**src/rtl/div_seq_pkg.sv**
```systemverilog
// Shared definitions for the sequential radix-2 restoring divider.
package div_seq_pkg;

  // Default operand width and iteration counter width (clog2 of the width).
  localparam int DIV_WIDTH = 32;
  localparam int DIV_CNT_W = 5;

  // Controller states: idle, iterating, result write-back.
  typedef enum logic [1:0] {
    DIV_IDLE = 2'd0,
    DIV_RUN  = 2'd1,
    DIV_FIN  = 2'd2
  } div_state_e;

  // Quotient returned on a divide by zero: all ones.
  localparam logic [DIV_WIDTH-1:0] DIV0_Q = '1;

endpackage : div_seq_pkg

```
**src/rtl/div_seq_if.sv**
```systemverilog
// Start/ready handshake bundle between the execute stage and the divider.
interface div_seq_if #(
  parameter int WIDTH = 32
);
  logic               start;
  logic               annul;
  logic               sign;
  logic [WIDTH-1:0]   a;
  logic [WIDTH-1:0]   b;
  logic               busy;
  logic               ready;
  logic [2*WIDTH-1:0] y;

  // Pipeline side issues requests and consumes results.
  modport master (
    output start, annul, sign, a, b,
    input  busy, ready, y
  );

  // Divider side accepts requests and produces {HI, LO}.
  modport slave (
    input  start, annul, sign, a, b,
    output busy, ready, y
  );
endinterface : div_seq_if

```
**src/rtl/div_seq_step.sv**
```systemverilog
// One restoring-division step: shift {rem, quo} left, trial-subtract the
// divisor, keep the difference if it did not go negative.
module div_step #(
  parameter int WIDTH = 32
) (
  input  logic [WIDTH-1:0] rem,
  input  logic [WIDTH-1:0] quo,
  input  logic [WIDTH-1:0] divisor,
  output logic [WIDTH-1:0] rem_next,
  output logic [WIDTH-1:0] quo_next
);

  logic [WIDTH:0] shifted;
  logic [WIDTH:0] trial;

  // Shift-subtract-restore; the trial MSB is the borrow of the subtraction.
  always_comb begin
    // NOTE: every output of a combinational block gets a value on every
    // path, otherwise synthesis infers a latch to hold the old value.
    shifted  = {rem, quo[WIDTH-1]};
    trial    = shifted - {1'b0, divisor};
    rem_next = shifted[WIDTH-1:0];
    quo_next = {quo[WIDTH-2:0], 1'b0};
    if (!trial[WIDTH]) begin
      rem_next = trial[WIDTH-1:0];
      quo_next = {quo[WIDTH-2:0], 1'b1};
    end
  end

endmodule : div_step

```
**src/rtl/div_seq.sv**
```systemverilog
// Multi-cycle signed/unsigned divider for MIPS DIV/DIVU producing
// {remainder, quotient} = {HI, LO}. One quotient bit per clock.
module div_seq
  import div_seq_pkg::*;
#(
  parameter int WIDTH = DIV_WIDTH,
  parameter int CNT_W = DIV_CNT_W
) (
  input  logic      clk,
  input  logic      rst,
  div_seq_if.slave  bus
);

  localparam logic [CNT_W-1:0] LAST_ITER = CNT_W'(WIDTH - 1);

  div_state_e         state_q, state_d;
  logic [CNT_W-1:0]   cnt_q, cnt_d;
  logic [WIDTH-1:0]   rem_q, rem_d;
  logic [WIDTH-1:0]   quo_q, quo_d;
  logic [WIDTH-1:0]   abs_b_q, abs_b_d;
  logic [WIDTH-1:0]   a_raw_q, a_raw_d;
  logic               neg_q_q, neg_q_d;
  logic               neg_r_q, neg_r_d;
  logic               busy_q, busy_d;
  logic               ready_q, ready_d;
  logic [2*WIDTH-1:0] y_q, y_d;

  logic [WIDTH-1:0]   step_rem;
  logic [WIDTH-1:0]   step_quo;
  logic [WIDTH-1:0]   abs_a;
  logic [WIDTH-1:0]   abs_b;

  div_step #(.WIDTH(WIDTH)) u_step (
    .rem      (rem_q),
    .quo      (quo_q),
    .divisor  (abs_b_q),
    .rem_next (step_rem),
    .quo_next (step_quo)
  );

  // Operand magnitudes: two's-complement negate only for negative signed inputs.
  always_comb begin
    abs_a = (bus.sign && bus.a[WIDTH-1]) ? -bus.a : bus.a;
    abs_b = (bus.sign && bus.b[WIDTH-1]) ? -bus.b : bus.b;
  end

  // Next-state logic for the controller, datapath and registered outputs.
  always_comb begin
    state_d = state_q;
    cnt_d   = cnt_q;
    rem_d   = rem_q;
    quo_d   = quo_q;
    abs_b_d = abs_b_q;
    a_raw_d = a_raw_q;
    neg_q_d = neg_q_q;
    neg_r_d = neg_r_q;
    ready_d = 1'b0;
    y_d     = y_q;

    unique case (state_q)
      DIV_IDLE: begin
        if (bus.start) begin
          rem_d   = '0;
          quo_d   = abs_a;
          abs_b_d = abs_b;
          a_raw_d = bus.a;
          neg_q_d = bus.sign & (bus.a[WIDTH-1] ^ bus.b[WIDTH-1]);
          neg_r_d = bus.sign & bus.a[WIDTH-1];
          cnt_d   = '0;
          // A zero divisor skips the iterations and goes straight to write-back.
          state_d = (bus.b == '0) ? DIV_FIN : DIV_RUN;
        end
      end
      DIV_RUN: begin
        rem_d = step_rem;
        quo_d = step_quo;
        cnt_d = cnt_q + 1'b1;
        if (cnt_q == LAST_ITER) state_d = DIV_FIN;
      end
      DIV_FIN: begin
        ready_d = 1'b1;
        // |b| is zero only when b itself was zero at accept.
        if (abs_b_q == '0) y_d = {a_raw_q, DIV0_Q[WIDTH-1:0]};
        else               y_d = {neg_r_q ? -rem_q : rem_q,
                                  neg_q_q ? -quo_q : quo_q};
        state_d = DIV_IDLE;
      end
      default: state_d = DIV_IDLE;
    endcase

    // A flush wins over everything: no accept, no ready, result untouched.
    if (bus.annul) begin
      state_d = DIV_IDLE;
      ready_d = 1'b0;
      y_d     = y_q;
    end

    busy_d = (state_d != DIV_IDLE);
  end

  // State and output registers with asynchronous active-low reset.
  always_ff @(posedge clk or negedge rst) begin
    // NOTE: sequential state uses non-blocking assignments so every flop
    // samples pre-edge values regardless of statement order.
    if (!rst) begin
      // NOTE: the working registers are plain flops, not a memory, so they
      // are all cleared here; a reset mid-divide leaves nothing stale behind.
      state_q <= DIV_IDLE;
      cnt_q   <= '0;
      rem_q   <= '0;
      quo_q   <= '0;
      abs_b_q <= '0;
      a_raw_q <= '0;
      neg_q_q <= 1'b0;
      neg_r_q <= 1'b0;
      busy_q  <= 1'b0;
      ready_q <= 1'b0;
      y_q     <= '0;
    end else begin
      state_q <= state_d;
      cnt_q   <= cnt_d;
      rem_q   <= rem_d;
      quo_q   <= quo_d;
      abs_b_q <= abs_b_d;
      a_raw_q <= a_raw_d;
      neg_q_q <= neg_q_d;
      neg_r_q <= neg_r_d;
      busy_q  <= busy_d;
      ready_q <= ready_d;
      y_q     <= y_d;
    end
  end

  assign bus.busy  = busy_q;
  assign bus.ready = ready_q;
  assign bus.y     = y_q;

endmodule : div_seq

```
**src/flat_wrapper.sv**
```systemverilog
// flat-port wrapper written by rule: the top's interface ports become plain ports
module div_seq_flat import div_seq_pkg::*;
#(
  parameter int WIDTH = DIV_WIDTH,
  parameter int CNT_W = DIV_CNT_W
)
  (clk, rst, bus_start, bus_annul, bus_sign, bus_a, bus_b, bus_busy, bus_ready, bus_y);
  div_seq_if #(.WIDTH(WIDTH)) bus_i ();
  input  logic clk;
  input  logic rst;
  input wire logic [$bits(bus_i.start)-1:0] bus_start;
  input wire logic [$bits(bus_i.annul)-1:0] bus_annul;
  input wire logic [$bits(bus_i.sign)-1:0] bus_sign;
  input wire logic [$bits(bus_i.a)-1:0] bus_a;
  input wire logic [$bits(bus_i.b)-1:0] bus_b;
  output wire logic [$bits(bus_i.busy)-1:0] bus_busy;
  output wire logic [$bits(bus_i.ready)-1:0] bus_ready;
  output wire logic [$bits(bus_i.y)-1:0] bus_y;
  assign bus_i.start = bus_start;
  assign bus_i.annul = bus_annul;
  assign bus_i.sign = bus_sign;
  assign bus_i.a = bus_a;
  assign bus_i.b = bus_b;
  assign bus_busy = bus_i.busy;
  assign bus_ready = bus_i.ready;
  assign bus_y = bus_i.y;
  div_seq #(.WIDTH(WIDTH), .CNT_W(CNT_W)) u_core (.clk(clk), .rst(rst), .bus(bus_i));
endmodule
```
**config.mk**
```make
export PLATFORM = sky130hd
export DESIGN_NAME = div_seq_flat
export DESIGN_NICKNAME = d
export VERILOG_FILES = /design/src/rtl/div_seq_pkg.sv /design/src/rtl/div_seq_if.sv /design/src/rtl/div_seq_step.sv /design/src/rtl/div_seq.sv /design/src/flat_wrapper.sv
export SDC_FILE = /design/constraint.sdc
export NUM_CORES = 1
export LEC_CHECK = 0
export ABC_AREA = 1
export CAP_MARGIN = 20
export CORE_ASPECT_RATIO = 0.7
export CORE_MARGIN = 1
export CORE_UTILIZATION = 45
export DETAILED_ROUTE_END_ITERATION = 10
export HOLD_SLACK_MARGIN = 0.05
export PLACE_DENSITY = 0.7
export RECOVER_POWER = 50
export SYNTH_ARGS = -nofsm -noshare
export SYNTH_HDL_FRONTEND = slang
export SYNTH_SLANG_ARGS = --single-unit
```
**constraint.sdc**
```tcl
create_clock -name clk -period 5.59 [get_ports clk]
set_input_delay 1.118 -clock clk [delete_from_list [all_inputs] [get_ports clk]]
set_output_delay 1.118 -clock clk [all_outputs]
set_load 0.02 [all_outputs]
```
# == Word level (Yosys, flattened, before mapping) ==
# Index checks and enable logic that the tools add are counted.
# Widths: inputs -> output; s select.
# totals
reg_bits,203
inputBits,69
out_inout_bits,66
word_cells,55
# op_classes
n_addsub,6
n_eq_ne,4
mux,20
bitwise_logic,4
n_reduce_logical,10
# ops
operator,n
$mux 32,7
$neg 32->32,4
$pmux 32 s2,2
$logic_not 32->1,2
$mux 64,1
$sub 33x32->33,1
$pmux 5 s2,1
$mux 2,4
$reduce_and 2->1,3
$add 5x1->5 const B,1
$eq 5x5->1 const B,1
$mux 5,1
$pmux 2 s2,1
$reduce_bool 2->1,2
$mux 1,3
$and 1x1->1,2
$eq 2x1->1 const B,1
$eq 2x2->1 const B,1
$logic_and 1x1->1,2
$logic_not 2->1,1
$ne 2x2->1 const B,1
$not 1->1,1
$xor 1x1->1,1

# == Depth between registers and ports, before layout ==
# Gate-level depths: netlist of the first run.
# depth
depth_word,6
mapped_depth,18
mapped_depth_nobuf,17

# == Modules after synthesis ==
# From an unflattened synthesis of the first run, not the netlist that was laid out.
# hier_totals
hier_cells,2357
hier_area_um2,15099.5
# modules_own_cells
module,instances,cells_per_inst,area_each_um2,seq_area_each_um2
div_seq,1,1646,11716.2,5079.9
div_step,1,711,3383.2,0.0

# == Worst setup path before layout of the first run ==
# No wires, ideal clock.
# synth_path
path_type,input port to flip-flop
start,in bus_a[0]
end,reg u_core.quo_q[30]
setup_ns,0.129
arrival_ns,2.381
t_required_ns,5.461
slack_ns,3.080
stages,11
n_path_buf,0
cell_sequence,inv_1 > ha_1 > nand3_1 > nor2_1 > nand3_1 > nor2_2 > nand2_1 > o21ai_2 > nand2_1 > nand2_1 > nand3_1
# synth_between
elab_chain_cells,4
# synth_rtl
item,line_no,source
"start, declared",flat_wrapper.sv:14,input wire logic [$bits(bus_i.a)-1:0] bus_a;
$neg 32->32,div_seq.sv:43,abs_a = (bus.sign && bus.a[WIDTH-1]) ? -bus.a : bus.a;
$mux 32,div_seq.sv:43,
$mux 32,div_seq.sv:62,if (bus.start) begin
$pmux 32 s2,div_seq.sv:60,unique case (state_q)
"end signal, assigned",div_seq.sv:123,quo_q <= quo_d;
"end, declared",div_seq.sv:19,"logic [WIDTH-1:0] quo_q, quo_d;"
# No other way between the ends. The select of a mux whose other input is x is not followed.
# A chain may end at the register's enable or synchronous reset.

==> results of run 1 <==
==> tightest hold or removal path: cells and delay by family (launching register included) <==
family           cells  cell delay (ns)
DFF                  1             0.34
and+or+nand+nor      2             0.10
==> kinds of logic after synthesis <==
logic type / Yosys count
and+or+nand+nor: 1228
buffers and inverters: 378
AOI/OAI and AO/OA: 301
DFF: 203
xor gates and xnor gates: 72
adders and majority gates: 39
muxes: 1
==> layer usage <==
metal,vias up,share of wire
met5,-,0
met4,0,0.016
met3,54,0.086
met2,626,0.38
met1,6991,0.51
li1,7316,-
==> placed cells by master, fill, tap and decap left out, types with 8 or more instances in the layout <==
cell type and instances:
or2_2 13, o21ai_0 144, nor2_1 190, inv_1 300
nand4_1 36, clkbuf_16 23, dfrtp_1 203, nor3_1 18
xor2_1 58, xnor2_1 14, a22oi_1 30, clkdlybuf4s50_1 131
nand2_1 705, o21a_1 10, a21oi_1 66, buf_4 8
nand3b_1 15, nand3_1 206, o211ai_1 11, ha_1 38
nand2_2 15
==> state kept, by name (all words and copies together), names as in the netlist <==
register,count
u_core.bus.y,64
u_core.a_raw_q,32
u_core.abs_b_q,32
u_core.quo_q,32
u_core.rem_q,32
u_core.cnt_q,5
u_core.state_q,2
u_core.bus.busy,1
u_core.bus.ready,1
u_core.neg_q_q,1
u_core.neg_r_q,1
==> stage by stage <==
step                utilization  instance area (µm²)
finish                    0.544                17200
global route              0.544                17200
floorplan                     -                14700
CTS                       0.545                17200
global placement          0.517                16400
detailed placement        0.517                16400
==> power by group <==
group / switching [mW] / total [mW] / internal [mW]
logic: 2.66 / 3.94 / 1.28
registers: 0.314 / 2.04 / 1.72
clock network: 0.656 / 1.73 / 1.07
total: 3.63 / 7.71 / 4.08
==> cell type report <==
type                            count  share of cell area
Clock buffer                       30              0.0385
Multi-Input combinational cell   1641               0.474
Inverter                          307              0.0670
Clock inverter                     12              0.0121
Tap cell                          420              0.0306
Sequential cell                   203               0.295
Timing Repair Buffer              146              0.0822
==> how the worst max path moves through the flow <==
stage | start | end | slack (ns) | cells after the start
after floorplan | bus_a[0] | u_core.quo_q[30] | 3.08 | 11
after global placement | bus_sign | u_core.abs_b_q[26] | 1.76 | 8
after detailed placement | bus_sign | u_core.quo_q[7] | 1.68 | 7
after CTS | bus_sign | u_core.quo_q[7] | 2.21 | 7
after global routing | rst | u_core.a_raw_q[16] | 1.01 | 2
final | rst | u_core.a_raw_q[15] | 1.70 | 2
==> metrics.cfg, run 1 <==
[clock_network]
cts_hold_buf=0
cts.sinks=203
cts.reportedPaths.clkPinSlew_ns=0.06
cts-resized-gates=0
cts_max_level=1
clk_latency_ns=0.55
postCtsSetupBuffers=0
clockBufferDepth=3
clock-root-buffer=clkbuf_16
cts-buffers-inserted=23
tritoncts=built

[power]
leakage_nw=8.85
fin_total_pwr_mw=7.71
ir_worst_vdd_mv=0.257
power_density_nw_per_um2=448

[detailed_routing]
vias_per_cell=5.43
drc=0
ant_nets=0
wl_um=46900
drt_iter0_drc=1541
avgRoutedWirePerCell_um=17.0
vias=14987
drtPass1Iterations=7

[sta]
final_max_slew_viol_count=314
fmaxAchievable_mhz=257
holdWs_ns=0.479
layout_setup_ws_ns=1.70
tns_ns=0
worstMarginPinSlew_ns=2.88
clock_skew_ns=0.0225
finalHoldViolCount=0
period_share=0.695
timing.slew.headroom=-0.923
rsz0062_at_grt=no
fin_crit_ns=3.89
setup_violations=0

[logic_synthesis]
synth_area_leaders=dfrtp_1 35%, nand2_1 18%, inv_1 7.7%
yosys_register_bits=203
yosys_warnings=0
synth_xor_area_frac=0.0430
syn_inst=2222
ys.flop_type=dfrtp_1
synth_common_cells=705 x nand2_1, 300 x inv_1, 206 x nand3_1
synth_top_area_share=0.346
synthMuxAreaShare=0.000682
synthAdderAreaFrac=0.0337
synth_area_um2=14700
synth_top_family_by_area=simple AND/OR/NAND/NOR gates
ys_seq_area_frac=0.346
synthesis.nets=2330
synth_edf_count=0
synth_area_leader_cell=dfrtp_1
synth.avg_cell_area_um2=6.61
synthSimpleGateAreaFrac=0.358
synth_compound_area_frac=0.119
synthArstFlopShare=1.00
synth.most_common_cell=nand2_1
ys_types=54

[floorplan]
rows=54
ioPinCount=135
initial_core_util=0.464
core_area_um2=31600
fp.dieH_um=153
dieArea_um2=33400
die_w_um=218

[layout]
fillers=3147
nNetsFinal=2430
areaGrowthSynthToFinish_pct=17.1
diodes=0
instances_no_fill=2759
drive_gt1_frac=0.0470
multi_input_area_um2=8150
seq_area_um2=5080

[grt]
grt.total_usage=0.283
grt_max_degree=115
grt_overflow_total=0
grt_pass1_wl_um=75200
antenna_found_initial=0
grt_use_met3=0.0501
busiest_layer=met1
grt_util_met1=0.465
grt_pass1_vias=13680
met2_usage=0.380

[setup_path]
crit_chain=clkbuf_2 > clkbuf_2
worst-path-max-fanout=109
worstReg2RegStart=u_core.state_q[1]
r2r-end=u_core.abs_b_q[31]
worst_setup_path_end_kind=async pin
critical_path.most_common_cell=clkbuf_2
crit_slowest_cell=clkbuf_2
required_ns=6.06
r2r_slack_ns=2.33
critPathKind=in2async
crit_path_max_incr_delay_ns=1.93
worstRegToRegCells=7
startpoint_type=input port
arrival_ns=4.36
crit_family=buffers and inverters
cp_num_buf_inv=2

[placed_design]
dpl_worst_slack_ns=1.68
hpwl_um=36100
place_inst=2717
place_congestion=0.981
port_buffers=134

[status]
outcome=complete, but fails checks
violations=max-capacitance violations, max-slew violations

[flow_run]
cap_violations=4

[hold_path]
hold_path_class=reg2reg
hold_depth=2
hold_path_end=u_core.bus.y[59]
hold_path.startpoint=u_core.bus.y[59]

Power figures use the tool's default switching activity.
==> run 2, diff against run 1 <==
--- a/config.mk
+++ b/config.mk
@@ -12,7 +12,7 @@
 export CORE_UTILIZATION = 45
 export DETAILED_ROUTE_END_ITERATION = 10
 export HOLD_SLACK_MARGIN = 0.05
-export PLACE_DENSITY = 0.7
+export PLACE_DENSITY = 0.72
 export RECOVER_POWER = 50
 export SYNTH_ARGS = -nofsm -noshare
 export SYNTH_HDL_FRONTEND = slang
==> constraint.sdc (replaced) <==
create_clock -name clk -period 3.2 [get_ports clk]
set_input_delay 0.64 -clock clk [delete_from_list [all_inputs] [get_ports clk]]
set_output_delay 0.64 -clock clk [all_outputs]
set_load 0.02 [all_outputs]
==> run 2 against run 1 <==
- worst hold slack worse by 0.0038 ns
- sequential cell count is the same
- total power rose by 72%
- sequential share of layout area hardly changed
- clock power increased by 57%
- design area up 0.17%
- count of clock-buffer cells in the layout increased by 4
- setup slack worse by 1.4 ns
- die area is the same
- the flow still finishes with violations (max-capacitance violations, max-slew violations)
==> metrics.cfg, run 2 (synthesis gave the netlist of run 1 again) <==
[placed_design]
dpl_cell_area_um2=16500  ; +0.89%
hpwl_um=36900  ; +2.5%
dpl_worst_slack_ns=0.334  ; -1.34 ns
place_inst=2728  ; +0.40%
port_buffers=134  ; unchanged
place_congestion=1.00  ; +2.2%

[grt]
grt_max_degree=115  ; unchanged
grt_pass1_vias=13812  ; +0.96%
grt_overflow_total=0  ; unchanged
grt_pass1_wl_um=76100  ; +1.2%
antenna_found_initial=1  ; +1
grt.total_usage=0.289  ; +0.00545

[floorplan]
rows=54  ; unchanged
dieArea_um2=33400  ; unchanged
die_w_um=218  ; unchanged
fp.dieH_um=153  ; unchanged
initial_core_util=0.464  ; unchanged
ioPinCount=135  ; unchanged
core_area_um2=31600  ; unchanged

[detailed_routing]
drtPass1Iterations=7  ; unchanged
vias=15018  ; +0.21%
drt_iter0_drc=1713  ; +11%
wl_um=47800  ; +2.0%
avgRoutedWirePerCell_um=17.3  ; +1.6%
vias_per_cell=5.42  ; -0.19%
ant_nets=0  ; unchanged
drc=0  ; unchanged

[clock_network]
postCtsSetupBuffers=0  ; unchanged
clock-root-buffer=clkbuf_16
cts.reportedPaths.clkPinSlew_ns=0.06  ; about the same
cts-resized-gates=0  ; unchanged
cts.sinks=203  ; unchanged
tritoncts=built
cts-buffers-inserted=23  ; unchanged
clk_latency_ns=0.55  ; about the same
cts_max_level=1  ; unchanged
clockBufferDepth=3  ; unchanged
cts_hold_buf=0  ; unchanged

[power]
power_frac_seq=0.269  ; +0.004
p_clk_frac=0.205  ; -0.019
p_sw_frac=0.482  ; +0.0120
p_int_mw=6.84  ; +68%
power_switching_mw=6.38  ; +76%
power_density_nw_per_um2=768  ; +71%
ir_worst_vdd_mv=0.381  ; +49%
pwr-share-comb=0.526  ; +0.015
leakage_nw=8.87  ; +0.29%
fin_total_pwr_mw=13.2  ; +72%

[layout]
fillers=3118  ; -0.92%
fin_area_um2=17200  ; +0.17%
nNetsFinal=2441  ; +0.45%
seq_area_um2=5080  ; unchanged
multi_input_area_um2=8160  ; about the same
instances_no_fill=2770  ; +0.40%
fin_util=0.545  ; +0.000911
layout_commonest_cell=nand2_1
areaGrowthSynthToFinish_pct=17.3
final_cell_mix=705 x nand2_1, 300 x inv_1, 206 x nand3_1
drive_gt1_frac=0.0506  ; +0.00361
diodes=0  ; unchanged
largest_reg_flops=64  ; unchanged

[setup_path]
critPathKind=in2reg
startpoint_type=input port
worst-path-max-fanout=114  ; +4.6%
arrival_ns=3.28  ; -1.08 ns
required_ns=3.60  ; -2.46 ns
worst_setup_path_end_kind=flip-flop

[sta]
tns_ns=0  ; unchanged
clock_skew_ns=0.0255  ; +0.00297 ns
layout_setup_ws_ns=0.320  ; -1.38 ns
fmaxAchievable_mhz=347
finalHoldViolCount=0  ; unchanged
timing.slew.headroom=-0.275  ; +0.648
rsz0062_at_grt=no
worstMarginPinSlew_ns=1.91  ; -0.972 ns
holdWs_ns=0.475  ; -0.00376 ns
period_share=0.900
final_max_slew_viol_count=184  ; -41%
fin_crit_ns=2.88
setup_violations=0  ; unchanged

[status]
violations=max-capacitance violations, max-slew violations
outcome=complete, but fails checks

[flow_run]
cap_violations=2  ; -2

[hold_path]
hold_path_class=reg2reg

## run 2: cell types whose count changed in the layout (fill, tap and decap cells not counted), moves of 2 or more
cell / previous run / this run
clkbuf_1: 3 / 6
clkinv_4: 0 / 2
buf_4: 8 / 15
clkdlybuf4s50_1: 131 / 133
buf_12: 0 / 3
bufinv_16: 5 / 1
dlygate4sd3_1: 2 / 0
## run 2: critical path: stages
cell	delay, ns
clkdlybuf4s50_1	0.48
nand3_4	0.11
buf_2	1.40
nor2_1	0.34
o21bai_1	0.28
## run 2: layer usage
layer,track usage,routed length (µm)
met5,0,0
met4,0.0639,1020
met3,0.0661,4500
met2,0.384,18500
met1,0.462,23700
## run 2: area by class of cell
cell class | count | area share
timing repair buffer | 157 | 0.0891
inverter | 307 | 0.0669
clock inverter | 8 | 0.00538
tap | 420 | 0.0305
clock buffer | 34 | 0.0393
multi-input combinational | 1641 | 0.474
sequential | 203 | 0.295
## run 2: power by group through the flow
| stage | sequential (mW) | combinational, mW | clock [mW] |
|---|---|---|---|
| 2_1_floorplan | 3.43 | 5.03 | 0 |
| 4_1_cts | 3.54 | 6.82 | 2.73 |
| 6_report | 3.55 | 6.95 | 2.72 |
| 3_5_place_dp | 3.58 | 6.77 | 0 |
| 3_3_place_gp | 3.57 | 6.71 | 0 |
| 5_1_grt | 3.61 | 7.80 | 2.86 |
## run 2: worst paths after layout
| kind | startpoint | end | slack, ns | cells past startpoint |
|---|---|---|---|---|
| worst min-delay path | u_core.a_raw_q[18] | u_core.a_raw_q[18] | 0.48 | 2 |
| worst max register to register | u_core.abs_b_q[31] | u_core.rem_q[31] | 0.34 | 11 |
| worst max-delay path | bus_start | u_core.a_raw_q[31] | 0.32 | 5 |
| worst min register to register | u_core.a_raw_q[18] | u_core.a_raw_q[18] | 0.48 | 2 |
| max in group asynchronous | rst | u_core.abs_b_q[2] | 0.78 | 2 |
| min in group asynchronous | rst | u_core.rem_q[31] | 0.59 | 1 |
